`config.mk`:
```
export PLATFORM = sky130hd
export DESIGN_NAME = fpu_ss_inflight_tracker_flat
export DESIGN_NICKNAME = d
export VERILOG_FILES = /design/src/rtl/fpu_ss_inflight_tracker_if.sv /design/src/rtl/fpu_ss_inflight_tracker.sv /design/src/flat_wrapper.sv
export SDC_FILE = /design/constraint.sdc
export NUM_CORES = 1
export LEC_CHECK = 0
export CELL_PAD_IN_SITES_DETAIL_PLACEMENT = 1
export CELL_PAD_IN_SITES_GLOBAL_PLACEMENT = 2
export CORE_ASPECT_RATIO = 1.2
export CORE_MARGIN = 2
export CORE_UTILIZATION = 32
export CTS_CLUSTER_DIAMETER = 150
export CTS_CLUSTER_SIZE = 10
export DETAILED_ROUTE_END_ITERATION = 16
export PLACE_DENSITY_LB_ADDON = 0.1
export REMOVE_ABC_BUFFERS = 1
export SETUP_SLACK_MARGIN = 0.05
export SLEW_MARGIN = 20
export SYNTH_ARGS = -nofsm -noshare
export SYNTH_HDL_FRONTEND = slang
export SYNTH_SLANG_ARGS = --single-unit
```
`constraint.sdc`:
```
create_clock -name clk_i -period 2.3 [get_ports clk_i]
set_input_delay 0.575 -clock clk_i [delete_from_list [all_inputs] [get_ports clk_i]]
set_output_delay 0.575 -clock clk_i [all_outputs]
set_load 0.02 [all_outputs]
```
`src/rtl/fpu_ss_inflight_tracker_if.sv`:
```
// Bus bundle for the in-flight tracker: allocation, completion lookup, hazard query and occupancy.
// The tracker takes the slave side; the issue/writeback logic takes the master side.
interface fpu_ss_inflight_tracker_if #(
  parameter int unsigned NumEntries = 4,
  parameter int unsigned IdWidth    = 4,
  parameter int unsigned AddrWidth  = 5,
  parameter int unsigned NumRsPorts = 3
);
  localparam int unsigned CntW = $clog2(NumEntries + 1);

  logic                            flush_i;
  logic                            alloc_valid_i;
  logic                            alloc_ready_o;
  logic [IdWidth-1:0]              alloc_id_i;
  logic [AddrWidth-1:0]            alloc_addr_i;
  logic                            alloc_rd_is_fp_i;
  logic                            alloc_we_i;
  logic [NumRsPorts*AddrWidth-1:0] rs_addr_i;
  logic [NumRsPorts-1:0]           rs_is_fp_i;
  logic [NumRsPorts-1:0]           rs_busy_o;
  logic                            cmpl_valid_i;
  logic [IdWidth-1:0]              cmpl_id_i;
  logic                            cmpl_hit_o;
  logic [AddrWidth-1:0]            cmpl_addr_o;
  logic                            cmpl_rd_is_fp_o;
  logic                            cmpl_we_o;
  logic                            cmpl_err_o;
  logic [CntW-1:0]                 count_o;
  logic                            empty_o;
  logic                            full_o;

  modport slave (
    input  flush_i, alloc_valid_i, alloc_id_i, alloc_addr_i, alloc_rd_is_fp_i, alloc_we_i,
           rs_addr_i, rs_is_fp_i, cmpl_valid_i, cmpl_id_i,
    output alloc_ready_o, rs_busy_o, cmpl_hit_o, cmpl_addr_o, cmpl_rd_is_fp_o, cmpl_we_o,
           cmpl_err_o, count_o, empty_o, full_o
  );

  modport master (
    output flush_i, alloc_valid_i, alloc_id_i, alloc_addr_i, alloc_rd_is_fp_i, alloc_we_i,
           rs_addr_i, rs_is_fp_i, cmpl_valid_i, cmpl_id_i,
    input  alloc_ready_o, rs_busy_o, cmpl_hit_o, cmpl_addr_o, cmpl_rd_is_fp_o, cmpl_we_o,
           cmpl_err_o, count_o, empty_o, full_o
  );
endinterface

```
`src/rtl/fpu_ss_inflight_tracker.sv`:
```
// Associative table of outstanding FPU-subsystem instructions keyed by offload ID.
// Allocates into the lowest free slot, retires out of order, and flags RAW hazards per source.
module fpu_ss_inflight_entry #(
  parameter int unsigned IdWidth    = 4,
  parameter int unsigned AddrWidth  = 5,
  parameter int unsigned NumRsPorts = 3
) (
  input  logic                                 clk_i,
  input  logic                                 rst_ni,
  input  logic                                 flush_i,
  input  logic                                 wr_i,
  input  logic                                 clr_i,
  input  logic [IdWidth-1:0]                   wid_i,
  input  logic [AddrWidth-1:0]                 waddr_i,
  input  logic                                 wfp_i,
  input  logic                                 wwe_i,
  input  logic [IdWidth-1:0]                   alloc_id_i,
  input  logic [IdWidth-1:0]                   cmpl_id_i,
  input  logic [NumRsPorts-1:0][AddrWidth-1:0] rs_addr_i,
  input  logic [NumRsPorts-1:0]                rs_is_fp_i,
  output logic                                 alloc_match_o,
  output logic                                 cmpl_match_o,
  output logic [AddrWidth-1:0]                 addr_o,
  output logic                                 rd_is_fp_o,
  output logic                                 we_o,
  output logic                                 valid_o,
  output logic [NumRsPorts-1:0]                rs_hit_o
);
  logic                 valid_q;
  logic [IdWidth-1:0]   id_q;
  logic [AddrWidth-1:0] addr_q;
  logic                 fp_q, we_q;

  always_ff @(posedge clk_i or negedge rst_ni) begin
    if (!rst_ni) begin
      valid_q <= 1'b0;
      id_q    <= '0;
      addr_q  <= '0;
      fp_q    <= 1'b0;
      we_q    <= 1'b0;
    end else begin
      if (flush_i)    valid_q <= 1'b0;
      else if (wr_i)  valid_q <= 1'b1;
      else if (clr_i) valid_q <= 1'b0;
      if (wr_i && !flush_i) begin
        id_q   <= wid_i;
        addr_q <= waddr_i;
        fp_q   <= wfp_i;
        we_q   <= wwe_i;
      end
    end
  end

  assign alloc_match_o = valid_q && (id_q == alloc_id_i);
  assign cmpl_match_o  = valid_q && (id_q == cmpl_id_i);
  assign addr_o        = addr_q;
  assign rd_is_fp_o    = fp_q;
  assign we_o          = we_q;
  assign valid_o       = valid_q;

  // Integer x0 is hardwired zero, so a pending write to it never blocks a reader.
  always_comb begin
    rs_hit_o = '0;
    for (int p = 0; p < NumRsPorts; p++)
      rs_hit_o[p] = valid_q && we_q && (fp_q == rs_is_fp_i[p]) && (addr_q == rs_addr_i[p]) &&
                    (rs_is_fp_i[p] || (rs_addr_i[p] != '0));
  end
endmodule

module fpu_ss_inflight_tracker #(
  parameter int unsigned NumEntries = 4,
  parameter int unsigned IdWidth    = 4,
  parameter int unsigned AddrWidth  = 5,
  parameter int unsigned NumRsPorts = 3
) (
  input logic                    clk_i,
  input logic                    rst_ni,
  fpu_ss_inflight_tracker_if.slave bus
);
  localparam int unsigned CntW = $clog2(NumEntries + 1);

  logic [NumEntries-1:0]                 valid, amatch, cmatch, wr_oh, clr;
  logic [NumEntries-1:0][AddrWidth-1:0]  e_addr;
  logic [NumEntries-1:0]                 e_fp, e_we;
  logic [NumEntries-1:0][NumRsPorts-1:0] e_rs_hit;
  logic [NumRsPorts-1:0][AddrWidth-1:0]  rs_addr;
  logic [CntW-1:0]                       count_q, count_d;
  logic                                  full, id_conflict, alloc_fire, cmpl_match, cmpl_fire, found;

  assign rs_addr = bus.rs_addr_i;

  for (genvar e = 0; e < NumEntries; e++) begin : g_ent
    fpu_ss_inflight_entry #(
      .IdWidth(IdWidth), .AddrWidth(AddrWidth), .NumRsPorts(NumRsPorts)
    ) u_ent (
      .clk_i        (clk_i),
      .rst_ni       (rst_ni),
      .flush_i      (bus.flush_i),
      .wr_i         (wr_oh[e]),
      .clr_i        (clr[e]),
      .wid_i        (bus.alloc_id_i),
      .waddr_i      (bus.alloc_addr_i),
      .wfp_i        (bus.alloc_rd_is_fp_i),
      .wwe_i        (bus.alloc_we_i),
      .alloc_id_i   (bus.alloc_id_i),
      .cmpl_id_i    (bus.cmpl_id_i),
      .rs_addr_i    (rs_addr),
      .rs_is_fp_i   (bus.rs_is_fp_i),
      .alloc_match_o(amatch[e]),
      .cmpl_match_o (cmatch[e]),
      .addr_o       (e_addr[e]),
      .rd_is_fp_o   (e_fp[e]),
      .we_o         (e_we[e]),
      .valid_o      (valid[e]),
      .rs_hit_o     (e_rs_hit[e])
    );
  end

  assign full        = (count_q == CntW'(NumEntries));
  assign id_conflict = |amatch;
  assign alloc_fire  = bus.alloc_valid_i && bus.alloc_ready_o;
  assign cmpl_match  = bus.cmpl_valid_i && (|cmatch);
  assign cmpl_fire   = cmpl_match && !bus.flush_i;
  assign clr         = cmatch & {NumEntries{cmpl_fire}};

  // Lowest-index free slot takes the new tag.
  always_comb begin
    wr_oh = '0;
    found = 1'b0;
    for (int e = 0; e < NumEntries; e++) begin
      if (!valid[e] && !found) begin
        wr_oh[e] = alloc_fire;
        found    = 1'b1;
      end
    end
  end

  // IDs are unique in the table, so OR-ing the selected entries is a clean mux.
  always_comb begin
    bus.cmpl_addr_o     = '0;
    bus.cmpl_rd_is_fp_o = 1'b0;
    bus.cmpl_we_o       = 1'b0;
    for (int e = 0; e < NumEntries; e++) begin
      if (bus.cmpl_valid_i && cmatch[e]) begin
        bus.cmpl_addr_o     = bus.cmpl_addr_o | e_addr[e];
        bus.cmpl_rd_is_fp_o = bus.cmpl_rd_is_fp_o | e_fp[e];
        bus.cmpl_we_o       = bus.cmpl_we_o | e_we[e];
      end
    end
  end

  always_comb begin
    bus.rs_busy_o = '0;
    for (int e = 0; e < NumEntries; e++) bus.rs_busy_o = bus.rs_busy_o | e_rs_hit[e];
  end

  assign bus.alloc_ready_o = !full && !id_conflict && !bus.flush_i;
  assign bus.cmpl_hit_o    = cmpl_match;
  assign bus.cmpl_err_o    = bus.cmpl_valid_i && !(|cmatch) && !bus.flush_i;
  assign bus.count_o       = count_q;
  assign bus.empty_o       = (count_q == '0);
  assign bus.full_o        = full;

  assign count_d = bus.flush_i ? '0 : count_q + CntW'(alloc_fire) - CntW'(cmpl_fire);

  always_ff @(posedge clk_i or negedge rst_ni) begin
    if (!rst_ni) count_q <= '0;
    else         count_q <= count_d;
  end
endmodule
```
`src/flat_wrapper.sv`:
```
// flat-port wrapper written by rule: the top's interface ports become plain ports
module fpu_ss_inflight_tracker_flat 
#(
  parameter int unsigned NumEntries = 4,
  parameter int unsigned IdWidth    = 4,
  parameter int unsigned AddrWidth  = 5,
  parameter int unsigned NumRsPorts = 3
)
  (clk_i, rst_ni, bus_flush_i, bus_alloc_valid_i, bus_alloc_id_i, bus_alloc_addr_i, bus_alloc_rd_is_fp_i, bus_alloc_we_i, bus_rs_addr_i, bus_rs_is_fp_i, bus_cmpl_valid_i, bus_cmpl_id_i, bus_alloc_ready_o, bus_rs_busy_o, bus_cmpl_hit_o, bus_cmpl_addr_o, bus_cmpl_rd_is_fp_o, bus_cmpl_we_o, bus_cmpl_err_o, bus_count_o, bus_empty_o, bus_full_o);
  fpu_ss_inflight_tracker_if #(.NumEntries(NumEntries), .IdWidth(IdWidth), .AddrWidth(AddrWidth), .NumRsPorts(NumRsPorts)) bus_i ();
  input logic clk_i;
  input logic rst_ni;
  input wire logic [$bits(bus_i.flush_i)-1:0] bus_flush_i;
  input wire logic [$bits(bus_i.alloc_valid_i)-1:0] bus_alloc_valid_i;
  input wire logic [$bits(bus_i.alloc_id_i)-1:0] bus_alloc_id_i;
  input wire logic [$bits(bus_i.alloc_addr_i)-1:0] bus_alloc_addr_i;
  input wire logic [$bits(bus_i.alloc_rd_is_fp_i)-1:0] bus_alloc_rd_is_fp_i;
  input wire logic [$bits(bus_i.alloc_we_i)-1:0] bus_alloc_we_i;
  input wire logic [$bits(bus_i.rs_addr_i)-1:0] bus_rs_addr_i;
  input wire logic [$bits(bus_i.rs_is_fp_i)-1:0] bus_rs_is_fp_i;
  input wire logic [$bits(bus_i.cmpl_valid_i)-1:0] bus_cmpl_valid_i;
  input wire logic [$bits(bus_i.cmpl_id_i)-1:0] bus_cmpl_id_i;
  output wire logic [$bits(bus_i.alloc_ready_o)-1:0] bus_alloc_ready_o;
  output wire logic [$bits(bus_i.rs_busy_o)-1:0] bus_rs_busy_o;
  output wire logic [$bits(bus_i.cmpl_hit_o)-1:0] bus_cmpl_hit_o;
  output wire logic [$bits(bus_i.cmpl_addr_o)-1:0] bus_cmpl_addr_o;
  output wire logic [$bits(bus_i.cmpl_rd_is_fp_o)-1:0] bus_cmpl_rd_is_fp_o;
  output wire logic [$bits(bus_i.cmpl_we_o)-1:0] bus_cmpl_we_o;
  output wire logic [$bits(bus_i.cmpl_err_o)-1:0] bus_cmpl_err_o;
  output wire logic [$bits(bus_i.count_o)-1:0] bus_count_o;
  output wire logic [$bits(bus_i.empty_o)-1:0] bus_empty_o;
  output wire logic [$bits(bus_i.full_o)-1:0] bus_full_o;
  assign bus_i.flush_i = bus_flush_i;
  assign bus_i.alloc_valid_i = bus_alloc_valid_i;
  assign bus_i.alloc_id_i = bus_alloc_id_i;
  assign bus_i.alloc_addr_i = bus_alloc_addr_i;
  assign bus_i.alloc_rd_is_fp_i = bus_alloc_rd_is_fp_i;
  assign bus_i.alloc_we_i = bus_alloc_we_i;
  assign bus_i.rs_addr_i = bus_rs_addr_i;
  assign bus_i.rs_is_fp_i = bus_rs_is_fp_i;
  assign bus_i.cmpl_valid_i = bus_cmpl_valid_i;
  assign bus_i.cmpl_id_i = bus_cmpl_id_i;
  assign bus_alloc_ready_o = bus_i.alloc_ready_o;
  assign bus_rs_busy_o = bus_i.rs_busy_o;
  assign bus_cmpl_hit_o = bus_i.cmpl_hit_o;
  assign bus_cmpl_addr_o = bus_i.cmpl_addr_o;
  assign bus_cmpl_rd_is_fp_o = bus_i.cmpl_rd_is_fp_o;
  assign bus_cmpl_we_o = bus_i.cmpl_we_o;
  assign bus_cmpl_err_o = bus_i.cmpl_err_o;
  assign bus_count_o = bus_i.count_o;
  assign bus_empty_o = bus_i.empty_o;
  assign bus_full_o = bus_i.full_o;
  fpu_ss_inflight_tracker #(.NumEntries(NumEntries), .IdWidth(IdWidth), .AddrWidth(AddrWidth), .NumRsPorts(NumRsPorts)) u_core (.clk_i(clk_i), .rst_ni(rst_ni), .bus(bus_i));
endmodule
```
* Word level (Yosys, flattened, before mapping) *
Index checks and enable logic that the tools add are counted.

operators by class
  mux-type cells = 32
  $add $sub $neg = 2
  eq/ne operators = 33
  reduce and logical (&&, ||, !) cells = 88
  bitwise logic cells = 13

operators by type and width
  kind                  number
  $logic_and A1 B1 Y1   66
  $eq A5 B5 Y1          12
  $eq A4 B4 Y1          8
  $mux W1               27
  $mux W5               4
  $or A5 B5 Y5          3
  $reduce_bool A5 Y1    3
  $eq A1 B1 Y1          12
  $reduce_bool A3 Y1    4
  $logic_not A1 Y1      9
  $or A3 B3 Y3          3
  $reduce_or A4 Y1      2
  $or A1 B1 Y1          6
  $and A4 B4 Y4         1
  $add A3 B1 Y3         1
  $eq A3 B3 Y1 const B  1
  $logic_not A3 Y1      1
  $logic_or A1 B1 Y1    3
  $mux W3               1
  $sub A3 B1 Y3         1

word-level totals
  input bits = 38
  output and inout bits = 18
  register bits = 51
  word-level logic and storage cells = 189

* Longest topological paths before layout *
  word-level depth = 11
  depth in mapped cells = 12
  depth with buffers taken out = 12

* Modules after synthesis *
Synthesis repeated with hierarchy kept, for this count alone.

second synthesis, totals
  cell total of the unflattened synthesis = 369
  area total of the unflattened synthesis = 3704.8 um^2

by module, submodules not included
  module                   cells each  times used  area an instance (um^2)  seq. area each (um^2)
  fpu_ss_inflight_entry    76          4           788.3                    300.3
  fpu_ss_inflight_tracker  65          1           551.8                    75.1

* Least setup slack after synthesis *
Ideal clock, no wire load.

  path kind = input-to-reg
  from = input bus_alloc_id_i[0]
  to = register u_core.count_q[2], in the netlist u_core.bus.count_o[2]
  data required time = 2.170 ns
  stages = 11
  buffers on the path = 1
  arrival time = 2.398 ns
  library setup time = 0.130 ns
  setup slack = -0.228 ns
  path through = buf_4 -> xor2_1 -> nor3_1 -> a311o_1 -> a31oi_4 -> and3_1 -> ha_1 -> inv_1 -> fa_1 -> xnor2_1 -> nor2_1

between the ends
  longest elaborated chain between the ends = 10
  elaborated cells on any way between the ends = 16
  classes of those cells = 2 x add/sub; 4 x eq/ne; 1 x mux; 9 x reduce/logical

ends and longest elaborated chain
  element                                line                            RTL
  start: declaration                     flat_wrapper.sv:15              input wire logic [$bits(bus_i.alloc_id_i)-1:0] bus_alloc_id_i;
  $eq A4 B4 Y1                           fpu_ss_inflight_tracker.sv:54   assign alloc_match_o = valid_q && (id_q == alloc_id_i);
  $logic_and A1 B1 Y1                    fpu_ss_inflight_tracker.sv:54
  $reduce_or A4 Y1 (*)                   fpu_ss_inflight_tracker.sv:120  assign id_conflict = |amatch;
  $logic_not A1 Y1 (*)                   fpu_ss_inflight_tracker.sv:157  assign bus.alloc_ready_o = !full && !id_conflict && !bus.flush_i;
  $logic_and A1 B1 Y1 (*) (2 in series)  fpu_ss_inflight_tracker.sv:157
  $logic_and A1 B1 Y1 (*)                fpu_ss_inflight_tracker.sv:121  assign alloc_fire = bus.alloc_valid_i && bus.alloc_ready_o;
  $add A3 B1 Y3 (*)                      fpu_ss_inflight_tracker.sv:164  assign count_d = bus.flush_i ? '0 : count_q + CntW'(alloc_fire) - CntW'(cmpl_fire);
  $sub A3 B1 Y3 (*)                      fpu_ss_inflight_tracker.sv:164
  $mux W3 (*)                            fpu_ss_inflight_tracker.sv:164
  via u_core.count_d[2]                  fpu_ss_inflight_tracker.sv:87   logic [CntW-1:0] count_q, count_d;
  end signal: assignment                 fpu_ss_inflight_tracker.sv:168  else count_q <= count_d;
  end: declaration                       fpu_ss_inflight_tracker.sv:87

The timed path passes the listed nets; every way through them passes the cells marked *.
A chain may end at the register's enable or synchronous reset.

* Worst setup path in the final report *
  from = register u_core.g_ent[2].u_ent.id_q[2]
  to = output bus_cmpl_we_o

between the ends
  longest elaborated chain between the ends = 6

ends and longest elaborated chain
  element                   line                            RTL
  start: declaration        fpu_ss_inflight_tracker.sv:30   logic [IdWidth-1:0] id_q;
  start signal: assignment  fpu_ss_inflight_tracker.sv:46   id_q <= wid_i;
  $eq A4 B4 Y1 (*)          fpu_ss_inflight_tracker.sv:55   assign cmpl_match_o = valid_q && (id_q == cmpl_id_i);
  $logic_and A1 B1 Y1 (*)   fpu_ss_inflight_tracker.sv:55
  $logic_and A1 B1 Y1 (*)   fpu_ss_inflight_tracker.sv:144  if (bus.cmpl_valid_i && cmatch[e]) begin
  $mux W1 (*)               fpu_ss_inflight_tracker.sv:144
  $or A1 B1 Y1              fpu_ss_inflight_tracker.sv:147  bus.cmpl_we_o = bus.cmpl_we_o | e_we[e];
  $mux W1 (*)               fpu_ss_inflight_tracker.sv:144
  end: declaration          flat_wrapper.sv:28              output wire logic [$bits(bus_i.cmpl_we_o)-1:0] bus_cmpl_we_o;

Every way passes the cells marked *; elsewhere a longest branch is shown, timed or not.

==> impl_metrics.py <==
metrics = {
    "final_layout": {
        "fill_cells": 1185,
        "layout.cells.non_filler": 620,
        "regArea_um2": 1290,
        "diodes": 0,
        "fin_util_pct": 54.0,
        "fin_nets": 528,
        "area.growth.synth_to_final_pct": 64.2,
        "multi_input_area_um2": 2840,
        "final_area_um2": 5960,
        "layout-drive-gt1-share_pct": 62.9,
    },
    "yosys": {
        "yosys_warnings": 0,
        "async_reset_ff_share_pct": 100,
        "synth_fa_ha_area_share_pct": 1.24,
        "synth-xor-area-share_pct": 25.6,
        "synth-seq-cells": 51,
        "synth_top_family_by_area": "XOR/XNOR gates",
        "synth.avg_cell_area_um2": 10.4,
        "synth_cells": 349,
        "synth_simple_gate_area_share_pct": 14.1,
        "synth_compound_area_share_pct": 4.62,
        "synthMuxAreaShare_pct": 14.6,
        "synth.yosys.seq_area_share_pct": 35.2,
        "synth_edf_count": 0,
        "synthesis.area_um2": 3630,
        "synth-main-ff-cell": "dfrtp_1",
        "synth_cell_types": 35,
    },
    "pwr": {
        "p_leak_nw": 2.63,
        "vdd_drop_max_mv": 0.459,
        "power_density_nw_per_um2": 819,
    },
    "cts": {
        "clock_latency_ns": 0.30,
        "cts.path.max_buffers": 2,
        "clk_pin_slew_ns": 0.07,
        "cts-root-buf": "clkbuf_16",
        "clock_sinks": 51,
        "cts-buffers-inserted": 5,
        "cts_tree": "built",
        "htree_num_levels": 2,
        "ctsHoldBuffers": 0,
    },
    "detailed_routing": {
        "finalWirelength_um": 13400,
        "dr.pass1.iters": 4,
        "drt-wirelength-per-cell_um": 21.6,
        "route.vias.total": 3178,
        "drcViolationCount": 0,
        "drtIter0Drc": 109,
        "antenna_left": 0,
        "vias_per_cell": 5.13,
    },
    "setup_path": {
        "max_stage_delay_ns": 0.44,
        "cp_cell_sequence": "xor2_2, nor4_4, and2_4, buf_12, a22oi_2, nand2_2, buf_6",
        "critPathSlowestCell": "dfrtp_2",
        "endpoint_kind": "output port",
        "cp.required_ns": 1.73,
        "cp-start-kind": "register",
        "crit_family": "simple AND/OR/NAND/NOR gates",
        "cp_num_buf_inv": 2,
        "cp_data_arrival_time_ns": 1.94,
        "path_max_fanout": 8,
        "crit_type": "reg2out",
        "rrSetupSlack_ns": -0.18,
    },
    "sta": {
        "worst_slew_pin_slew_ns": 0.502,
        "fmax_mhz": 397,
        "setup_ws_ns": -0.218,
        "finalCriticalPeriod_ns": 2.52,
        "fin_skew_ns": 0.00626,
        "hold_viol_final": 0,
        "rsz0062_at_grt": "yes",
        "report.final.slew_viol_count": 0,
        "setup_viol": 15,
        "max_slew_margin_pct": 66.5,
        "tns_ns": -2.25,
        "fin_crit_sh_pct": 109,
    },
    "placed_design": {
        "dp_worst_setup_slack_ns": -1.14,
        "dp_hpwl_um": 9570,
        "postPlaceCellArea_um2": 5020,
        "io_buffers": 55,
        "dp_cells": 601,
        "gp_congestion": 0.840,
    },
    "worst_hold_path": {
        "hold_class": "in2async",
    },
    "floorplan": {
        "core_um2": 11000,
        "fp.dieH_um": 121,
        "start_util_pct": 32.9,
        "rows": 42,
        "die_area_um2": 12200,
        "io_pins": 56,
        "die_w_um": 101,
    },
    "outcome": {
        "status": "complete, but fails checks",
        "violations": "setup timing",
    },
    "grt": {
        "grt_max_degree": 35,
        "gr-total-overflow": 0,
        "grt_usage_pct": 22.4,
        "antenna_found_initial": 0,
        "grt_pass1_wl_um": 20400,
        "first_global_vias": 3612,
    },
    "run": {
        "max-cap-violations": 0,
    },
}
==> worst paths after layout <==
check	cells after the start	start	end
max in group asynchronous	2	rst_ni	u_core.g_ent[2].u_ent.id_q[0]
worst min-delay path	1	rst_ni	u_core.bus.count_o[2]
worst max-delay path	7	u_core.g_ent[2].u_ent.id_q[2]	bus_cmpl_we_o
worst min register to register	1	u_core.g_ent[2].u_ent.id_q[2]	u_core.g_ent[2].u_ent.id_q[2]
min in group clk_i	1	u_core.g_ent[2].u_ent.id_q[2]	u_core.g_ent[2].u_ent.id_q[2]
worst max register to register	11	u_core.g_ent[0].u_ent.id_q[0]	u_core.bus.count_o[1]
==> worst reg2reg max path, delay by kind of cell (launching register included) <==
| family | cells | cell delay (ns) |
|---|---|---|
| flip-flops | 1 | 0.42 |
| AND/OR/NAND/NOR | 3 | 0.35 |
| XOR/XNOR | 1 | 0.26 |
| AO/OA/AOI/OAI | 1 | 0.17 |
| adder cells (fa/ha/maj) | 2 | 0.64 |
| buffers and inverters | 4 | 0.52 |
==> layout make-up <==
cell class	count	area share, %
Clock buffer	6	2.16
Timing Repair Buffer	162	24.5
Inverter	3	0.231
Multi-Input combinational cell	264	47.6
Sequential cell	51	21.7
Clock inverter	2	1.01
Tap cell	132	2.77
==> stage by stage <==
stage | power (mW) | hold slack (ns)
global route | 5.14 | 0.256
CTS | 4.71 | 0.245
global placement | 3.34 | 0.555
floorplan | 2.35 | 0.279
detailed placement | 3.37 | 0.564
finish | 4.88 | 0.239
==> placed cells by master, fill, tap and decap left out, types with 3 or more instances in the layout <==
master,instances
dfrtp_1,39
xnor2_2,19
mux2_1,3
buf_6,28
dfrtp_2,12
nor3_1,3
nor3b_1,3
clkdlybuf4s15_2,5
buf_2,14
nor2_1,6
xor2_2,15
buf_4,89
mux2_2,32
nand2_1,11
nor4_4,7
clkbuf_16,5
nand2_2,4
buf_12,9
xor2_1,44
and2_4,8
nor4_2,11
nand4_1,12
clkdlybuf4s50_1,13
mux2_4,9
nor4_1,6
a22oi_2,14
xnor2_1,26
==> registers in the layout, summed over array words and instances (netlist names) <==
name / cells
u_core.g_ent.u_ent.valid_o: 4
u_core.g_ent.u_ent.we_o: 4
u_core.bus.count_o: 3
u_core.g_ent.u_ent.addr_o: 20
u_core.g_ent.u_ent.rd_is_fp_o: 4
u_core.g_ent.u_ent.id_q: 16
==> power by group <==
part | internal, mW | leakage [nW] | switching [mW]
Combinational | 1.30 | 1.90 | 0.987
Sequential | 1.18 | 0.642 | 0.443
Clock | 0.624 | 0.0911 | 0.341
Total | 3.11 | 2.63 | 1.77
==> routing by layer <==
| layer | vias up | track usage (%) | wire length [um] |
|---|---|---|---|
| met2 | 64 | 42.1 | 7670 |
| met4 | 0 | 7.09 | 217 |
| met1 | 1640 | 26.1 | 5200 |
| met5 | - | 0 | 0 |
| met3 | 13 | 2.31 | 325 |
| li1 | 1461 | - | - |
==> cells in the mapped netlist, drive strengths merged (5+ instances only) <==
master  number  area [um^2]
nand4       12         75.1
clkbuf      18         67.6
nor3b        5         37.5
buf         14         91.3
nor3         6         30.0
xor2        61          534
mux2        44          529
and2         9         56.3
nor2         6         22.5
a22oi       14          105
xnor2       45          394
dfrtp       51         1280
nor4        24          150
nand2       15         58.8
==> cell families after synthesis <==
family,count (synthesis)
adder cells (fa/ha/maj),3
buffers and inverters,35
flip-flops,51
XOR/XNOR,106
AND/OR/NAND/NOR,88
multiplexers,44
AO/OA/AOI/OAI,22
==> timing repair <==
action | in CTS | in global routing
gates cloned | 0 | 1
setup endpoints to repair | 64 | 50
pin swaps | 61 | 42
setup buffers | 10 | 2
resized for setup | 277 | 53
(Power assumes the default switching activity.)
